==> src/rtl/usb_pkg.sv <==
// rtl/usb_pkg.sv - USB receive-side packet types, PID encodings and PID decode helper
package usb_pkg;

    typedef enum logic [2:0] {
        NONE  = 3'd0,
        OUT   = 3'd1,
        IN    = 3'd2,
        DATA0 = 3'd3,
        DATA1 = 3'd4,
        ACK   = 3'd5,
        NAK   = 3'd6,
        STALL = 3'd7
    } rx_pkt_t;

    localparam logic [3:0] PID_OUT   = 4'b0001;
    localparam logic [3:0] PID_IN    = 4'b1001;
    localparam logic [3:0] PID_DATA0 = 4'b0011;
    localparam logic [3:0] PID_DATA1 = 4'b1011;
    localparam logic [3:0] PID_ACK   = 4'b0010;
    localparam logic [3:0] PID_NAK   = 4'b1010;
    localparam logic [3:0] PID_STALL = 4'b1110;

    function automatic rx_pkt_t pid_to_pkt(input logic [3:0] pid);
        rx_pkt_t pkt;
        case (pid)
            PID_OUT:   pkt = OUT;
            PID_IN:    pkt = IN;
            PID_DATA0: pkt = DATA0;
            PID_DATA1: pkt = DATA1;
            PID_ACK:   pkt = ACK;
            PID_NAK:   pkt = NAK;
            PID_STALL: pkt = STALL;
            default:   pkt = NONE;
        endcase
        return pkt;
    endfunction

endpackage

==> src/rtl/usb_rx_drain.sv <==
// rtl/usb_rx_drain.sv - drains USB RX FIFO into AHB buffer, tracks packet type, size and errors
module usb_rx_drain
    import usb_pkg::*;
#(
    parameter int MAX_BYTES = 64,
    parameter int CNT_W     = $clog2(MAX_BYTES + 1)
) (
    input  logic             clk,
    input  logic             n_rst,
    input  logic             empty,
    input  logic [7:0]       r_data,
    input  logic             rcving,
    input  logic             r_error,
    input  logic [3:0]       PID,
    output logic             r_enable,
    output logic [7:0]       buf_wdata,
    output logic             buf_wvalid,
    input  logic             buf_wready,
    input  logic             clear,
    output rx_pkt_t          rx_packet,
    output logic             rx_data_ready,
    output logic             rx_transfer_active,
    output logic             rx_error,
    output logic [CNT_W-1:0] byte_count
);

    typedef enum logic [2:0] {
        S_IDLE,
        S_ACTIVE,
        S_DRAIN,
        S_DONE,
        S_ERROR
    } state_t;

    localparam logic [CNT_W-1:0] CNT_MAX = CNT_W'(MAX_BYTES);

    state_t  state;
    state_t  state_nxt;
    logic    pop_ok;
    logic    pop_req;
    logic    fwd;
    logic    status_reset;
    rx_pkt_t pkt_now;

    always_comb begin
        pop_ok    = !empty && (!buf_wvalid || buf_wready);
        pop_req   = 1'b0;
        state_nxt = state;
        pkt_now   = pid_to_pkt(PID);
        case (state)
            S_IDLE: begin
                if (rcving) state_nxt = S_ACTIVE;
            end
            S_ACTIVE, S_DRAIN: begin
                // A byte arriving with the counter already full is left in the FIFO for ERROR to discard
                if (r_error || (pop_ok && byte_count == CNT_MAX)) begin
                    state_nxt = S_ERROR;
                end else begin
                    pop_req = pop_ok;
                    if (state == S_ACTIVE && !rcving)
                        state_nxt = S_DRAIN;
                    else if (state == S_DRAIN && empty && !buf_wvalid)
                        state_nxt = S_DONE;
                end
            end
            S_DONE: begin
                if (rcving)     state_nxt = S_ACTIVE;
                else if (clear) state_nxt = S_IDLE;
            end
            S_ERROR: begin
                pop_req = !empty;
                if (clear && empty && !rcving) state_nxt = S_IDLE;
            end
            default: state_nxt = S_IDLE;
        endcase
        fwd          = pop_req && (state != S_ERROR);
        status_reset = (state_nxt == S_ACTIVE && state != S_ACTIVE) ||
                       (state_nxt == S_IDLE && state != S_IDLE);
    end

    // Held off during reset so the FIFO head is not consumed while state is being discarded
    assign r_enable = pop_req && n_rst;

    always_ff @(posedge clk) begin
        if (!n_rst) begin
            state              <= S_IDLE;
            buf_wdata          <= 8'h00;
            buf_wvalid         <= 1'b0;
            rx_packet          <= NONE;
            rx_data_ready      <= 1'b0;
            rx_transfer_active <= 1'b0;
            rx_error           <= 1'b0;
            byte_count         <= '0;
        end else begin
            state              <= state_nxt;
            rx_error           <= (state_nxt == S_ERROR);
            rx_transfer_active <= (state_nxt == S_ACTIVE) || (state_nxt == S_DRAIN);

            if (fwd) begin
                buf_wdata  <= r_data;
                buf_wvalid <= 1'b1;
            end else if (buf_wready) begin
                buf_wvalid <= 1'b0;
            end

            if (status_reset) begin
                byte_count    <= '0;
                rx_packet     <= NONE;
                rx_data_ready <= 1'b0;
            end else if (state == S_DRAIN && state_nxt == S_DONE) begin
                rx_packet     <= pkt_now;
                rx_data_ready <= ((pkt_now == DATA0) || (pkt_now == DATA1)) && (byte_count != '0);
            end else if (fwd) begin
                byte_count <= byte_count + 1'b1;
            end
        end
    end

endmodule

==> config.mk <==
export PLATFORM = sky130hd
export DESIGN_NAME = usb_rx_drain
export DESIGN_NICKNAME = d
export VERILOG_FILES = /design/src/rtl/usb_pkg.sv /design/src/rtl/usb_rx_drain.sv
export SDC_FILE = /design/constraint.sdc
export NUM_CORES = 1
export LEC_CHECK = 0
export BUFFER_PORTS_ARGS = -buffer_cell sky130_fd_sc_hd__buf_2
export CAP_MARGIN = 20
export CORE_MARGIN = 1
export CORE_UTILIZATION = 52
export CTS_BUF_LIST = sky130_fd_sc_hd__clkbuf_8
export CTS_CLUSTER_SIZE = 24
export DETAILED_ROUTE_END_ITERATION = 7
export HOLD_SLACK_MARGIN = 0.06
export PLACE_DENSITY_LB_ADDON = 0.05
export SYNTH_ARGS = -nofsm -noshare
export SYNTH_HDL_FRONTEND = slang
export SYNTH_SLANG_ARGS = --single-unit
==> constraint.sdc <==
create_clock -name clk -period 2.4 [get_ports clk]
set_clock_uncertainty 0.15 [all_clocks]
set_input_delay 0.36 -clock clk [delete_from_list [all_inputs] [get_ports clk]]
set_output_delay 0.36 -clock clk [all_outputs]
set_load 0.02 [all_outputs]
## Yosys cells after proc, flatten, opt, wreduce, memory -nomap -nowiden

Cells that the tools add are included.

| operators by class | value |
|---|---|
| reduce and logical (&&, ||, !) cells | 29 |
| add/subtract/negate cells | 1 |
| mux-type cells | 13 |
| eq/ne operators | 20 |
| bitwise operators | 2 |

Operators with widths:

| operator | number |
|---|---|
| $mux 3 | 7 |
| $pmux 3 s7 | 1 |
| $eq 4x4->1 const B | 4 |
| $eq 3x2->1 const B | 5 |
| $logic_and 1x1->1 | 13 |
| $pmux 3 s4 | 1 |
| $eq 3x3->1 const B | 3 |
| $eq 4x2->1 const B | 2 |
| $add 7x1->7 const B | 1 |
| $eq 7x7->1 const B | 1 |
| $reduce_bool 7->1 | 1 |
| $eq 3x1->1 const B | 2 |
| $logic_not 3->1 | 2 |
| $logic_or 1x1->1 | 5 |
| $eq 4x1->1 const B | 1 |
| $reduce_or 2->1 | 2 |
| $logic_not 1->1 | 3 |
| $mux 1 | 3 |
| $ne 3x1->1 const B | 1 |
| $ne 3x3->1 const B | 1 |
| $reduce_bool 3->1 | 1 |
| $not 1->1 | 2 |
| $pmux 1 s2 | 1 |
| $reduce_and 2->1 | 1 |
| $reduce_bool 2->1 | 1 |

| word-level totals | value |
|---|---|
| input bits | 19 |
| output and inout port bits | 23 |
| logic and storage cells | 73 |
| flip-flop bits (word level) | 25 |

## Logic depth before layout (Yosys ltp)

| depth | value |
|---|---|
| word-level depth | 11 |
| mapped depth | 8 |
| gate-level depth less buffers | 7 |

## Worst setup path after synthesis

No wires, ideal clock.

| timing path | value |
|---|---|
| path kind | register -> register |
| start | reg byte_count[0] |
| end | reg byte_count[0] |
| library setup time | 117 ps |
| arrival | 1768 ps |
| cell stages (with the launch flop) | 9 |
| data required time | 2133 ps |
| buffers on the path | 1 |
| period minus slack after synthesis | 2035 ps |
| setup slack | 365 ps |
| cell sequence | dfxtp_1 inv_1 ha_1 nor4b_2 a41oi_1 o21ai_0 a2bb2oi_1 buf_2 nor2_1 |

| between the ends | value |
|---|---|
| longest elaborated chain between the ends | 9 |
| elaborated cells on any way between the ends | 19 |
| those cells by class | add/sub: 1; eq/ne: 3; mux: 4; bitwise: 1; reduce/logical: 10 |

RTL lines:

| what | RTL line | text |
|---|---|---|
| start: declaration | usb_rx_drain.sv:24 | `output logic [CNT_W-1:0] byte_count` |
| start signal: assignment | usb_rx_drain.sv:114 | `byte_count <= byte_count + 1'b1;` |
| $eq 7x7->1 | usb_rx_drain.sv:56 | `if (r_error \|\| (pop_ok && byte_count == CNT_MAX)) begin` |
| $logic_and 1x1->1 | usb_rx_drain.sv:56 |  |
| $logic_or 1x1->1 | usb_rx_drain.sv:56 |  |
| $mux 3 | usb_rx_drain.sv:56 |  |
| $pmux 3 s4 | usb_rx_drain.sv:50 | `case (state)` |
| $eq 3x1->1 (tied with other cells) | usb_rx_drain.sv:77 | `status_reset = (state_nxt == S_ACTIVE && state != S_ACTIVE) \|\|` |
| $logic_and 1x1->1 (on tied branches) | usb_rx_drain.sv:77, usb_rx_drain.sv:78, usb_rx_drain.sv:110 |  |
| $logic_or 1x1->1 / $not 1->1 (equally long branches) | - |  |
| $reduce_or 2->1 (no line) / $reduce_and 2->1 (equally long branches) | - |  |

Parallel ways exist; a longest one is shown, timed or not.
A chain may end at the register's enable or synchronous reset.

## Worst setup path after layout

| timing path | value |
|---|---|
| start | reg state[2] |
| end | out r_enable |

| between the ends | value |
|---|---|
| longest elaborated chain between the ends | 4 |
| elaborated cells on any way between the ends | 6 |
| those cells by class | eq/ne: 3; mux: 1; reduce/logical: 2 |

RTL lines:

| what | RTL line | text |
|---|---|---|
| start: declaration | usb_rx_drain.sv:37 | `state_t state;` |
| start signal: assignment | usb_rx_drain.sv:95 | `state <= state_nxt;` |
| $eq 3x1->1 / $eq 3x2->1 (equally long branches) | usb_rx_drain.sv:50 |  |
| $reduce_or 2->1 | usb_rx_drain.sv:50 |  |
| $pmux 1 s2 (*) | usb_rx_drain.sv:50 |  |
| $logic_and 1x1->1 (*) | usb_rx_drain.sv:82 | `assign r_enable = pop_req && n_rst;` |
| end: declaration | usb_rx_drain.sv:15 | `output logic r_enable,` |

Every way passes the cells marked *; elsewhere a longest branch is shown, timed or not.

==> summary.txt <==
Status: finished clean
Core area: 0.002297 mm2
Netlist cell types: 38
Hold path depth: 3
YS warnings: 0
Synthesized Nets: 185
R2R cell count: 6
TritonRoute pass-1 iters: 4
Worst path arrival time: 1.74 ns
Static leakage: 0.6877 nW
Vias in the first global route: 1116
Worst VDD drop: 346.6 uV
Synth cell count leaders: 25 x dfxtp_1, 24 x a21oi_1, 15 x nand2_1, 15 x nor2_1, 13 x nand3_1
Final setup viols: 0
Cell count after synthesis: 164
Fmax: 443.6 MHz
DRT Wirelength: 2940 um
Iter 0 DRT Violations: 20
Crit Path Max Fanout: 10
Antenna violations before repair: 0
DIE HEIGHT: 52.10 um
Post-DP HPWL: 2189 um
EDFF count, synth: 0
CP Launch Type: flop
FF-to-FF Start: state[2]$_SDFF_PN0_
Synthesized area per cell: 7.957 um2
Post-synthesis register bit count: 25
Starting Density: 0.5681
Die width: 52.10 um
CTS tree: built
GRT overflow: 0
Pin count of the biggest net entering global routing: 16
Flop-to-flop setup slack: 0.35 ns
Final min period: 2.254 ns
Area leader, netlist: dfxtp_1
Die area: 0.002714 mm2
Root Buffer: clkbuf_8
Number of sinks on the clock net: 25
Worst-Margin Slew: 0.4230 ns
Hold Crit Start: r_data[4]
Fin crit share: 0.9392
ANT cells: 0
Seq/Total Area, Yosys: 0.3835
Asr flop ratio synth: 0
Max Slew Vio Count: 0
Routed Antenna Nets: 0
Overall Power: 0.0008166 W
Min-Delay Path Class: in2reg
Clock latency at the later pin of the worst-skew pair: 0.27 ns
Setup TNS: 0 ns
P per Cell Area: 509.9 mW/mm2
Fill cells: 207
Vias/cell: 5.491
Crit. End Element: output port
Fin area: 0.001602 mm2
Final net count: 228
Row cnt: 17
CTS buffer count: 3
CTS Hold Buffers Added: 0
IO Pins: 42
Max-cap violations: 0
Hold Slack: 0.1837 ns
RSZ-0062 raised after global routing: no
Synth-to-layout area growth: 22.72%
Post-place setup slack: 0.2966 ns
Yosys top cell area share: 0.3835
Hold Path End: buf_wdata[4]$_SDFFE_PN0P_
Gr usage total: 0.2321
Setup WS post-layout: 0.1459 ns
H-tree levels: 1
IO Port Bufs: 41
RR Endpoint: byte_count[6]$_SDFFE_PP0P_
Top-count cell post-synth: dfxtp_1
Top post-synthesis cells by area: dfxtp_1 38%, a21oi_1 9.2%, nand3_1 5.0%
Max Buffers Root-to-Sink: 2
GP Congestion: 0.8379
Post-route DRC violation count: 0
First-pass GRT wire length: 4816 um
Area of the mapped netlist: 0.001305 mm2
Synth Flop Type: dfxtp_1
Share of layout cells above drive strength 1: 0.2816
Placed Area: 0.001534 mm2
Post-DR wirelength/cell: 12.56 um
Req. time, crit path: 1.89 ns
Slew margin rel.: 0.7177
Clock transition at the registers of the reported paths: 0.09 ns
Hold Violations, Final: 0
Critical path class: reg2out
Via count: 1285
==> registers in the layout, summed over array words and instances, names as in the netlist <==
name	cells
rx_transfer_active	1
byte_count	7
state	3
buf_wdata	8
rx_data_ready	1
rx_error	1
rx_packet	3
buf_wvalid	1
==> per-stage QoR <==
step | utilization | instances
after floorplan | - | 164
after global placement | 0.6678 | 229
after detailed placement | 0.6678 | 229
after CTS | 0.6890 | 233
after global routing | 0.6972 | 234
final | 0.6972 | 234
==> worst max path at each step <==
stage,start,end,slack (ns),cells after the start
after floorplan,byte_count[0]$_SDFFE_PP0P_,byte_count[0]$_SDFFE_PP0P_,0.36,8
after global placement,r_error,byte_count[6]$_SDFFE_PP0P_,0.38,7
after detailed placement,byte_count[0]$_SDFFE_PP0P_,byte_count[5]$_SDFFE_PP0P_,0.30,8
after CTS,byte_count[0]$_SDFFE_PP0P_,r_enable,0.03,8
after global routing,byte_count[0]$_SDFFE_PP0P_,r_enable,0.03,8
final,state[2]$_SDFF_PN0_,r_enable,0.15,6
==> routing by layer <==
metal / global-route usage / vias to the layer above / share of wire / wire length [um]
met5: 0 / - / 0 / 0
met4: 0.03604 / 0 / 0.0017 / 5
met3: 0.03801 / 2 / 0.031 / 90
met2: 0.4081 / 27 / 0.51 / 1497
met1: 0.2987 / 603 / 0.46 / 1346
li1: - / 653 / - / -
==> power breakdown <==
group | switching, W | internal, W | total, W
clock | 0.000135 | 0.000117 | 0.000253
sequential | 0.0000129 | 0.000426 | 0.000439
combinational | 0.0000712 | 0.0000542 | 0.000125
==> placed cells by master (no fill, tap or decap), types with 4 or more instances in the layout <==
cell type,synthesis,final
dfxtp_1,25,23
buf_4,0,5
nand3_1,13,13
xor2_1,6,6
nand2_1,15,15
nor2_1,15,15
inv_1,8,8
buf_2,3,41
nor2b_1,4,4
o21ai_0,8,8
a21oi_1,24,24
==> area by class of cell <==
class,instances,area (um2),share of cell area
repair buffers,46,242.7,0.1516
flip-flops and latches,25,503.0,0.3141
well taps,28,35.03,0.02187
clock buffers,3,41.29,0.02578
clock inverters,1,7.507,0.004687
inverters,8,30.03,0.01875
multi-input cells,123,742.0,0.4633
==> critical path, cell delays in order (launching register included) <==
cell     delay [ns]
dfxtp_1        0.41
or2_4          0.31
nor4b_4        0.26
nand2_1        0.13
o31ai_1        0.07
and2_1         0.15
buf_2          0.16
==> logic make-up after synthesis <==
| group | count (synthesis) | synth area share |
|---|---|---|
| buffers and inverters | 16 | 0.05464 |
| XOR/XNOR | 8 | 0.05369 |
| flip-flops | 25 | 0.3835 |
| multiplexers | 1 | 0.008628 |
| AO/OA/AOI/OAI | 42 | 0.1822 |
| adder cells (fa/ha/maj) | 2 | 0.01917 |
| AND/OR/NAND/NOR | 70 | 0.2982 |
==> repair_timing <==
item                                    CTS  global route
endpoints found under the setup margin    0             1
resized for setup                         0             3
setup buffers                             0             1
Power figures use the tool's default switching activity.
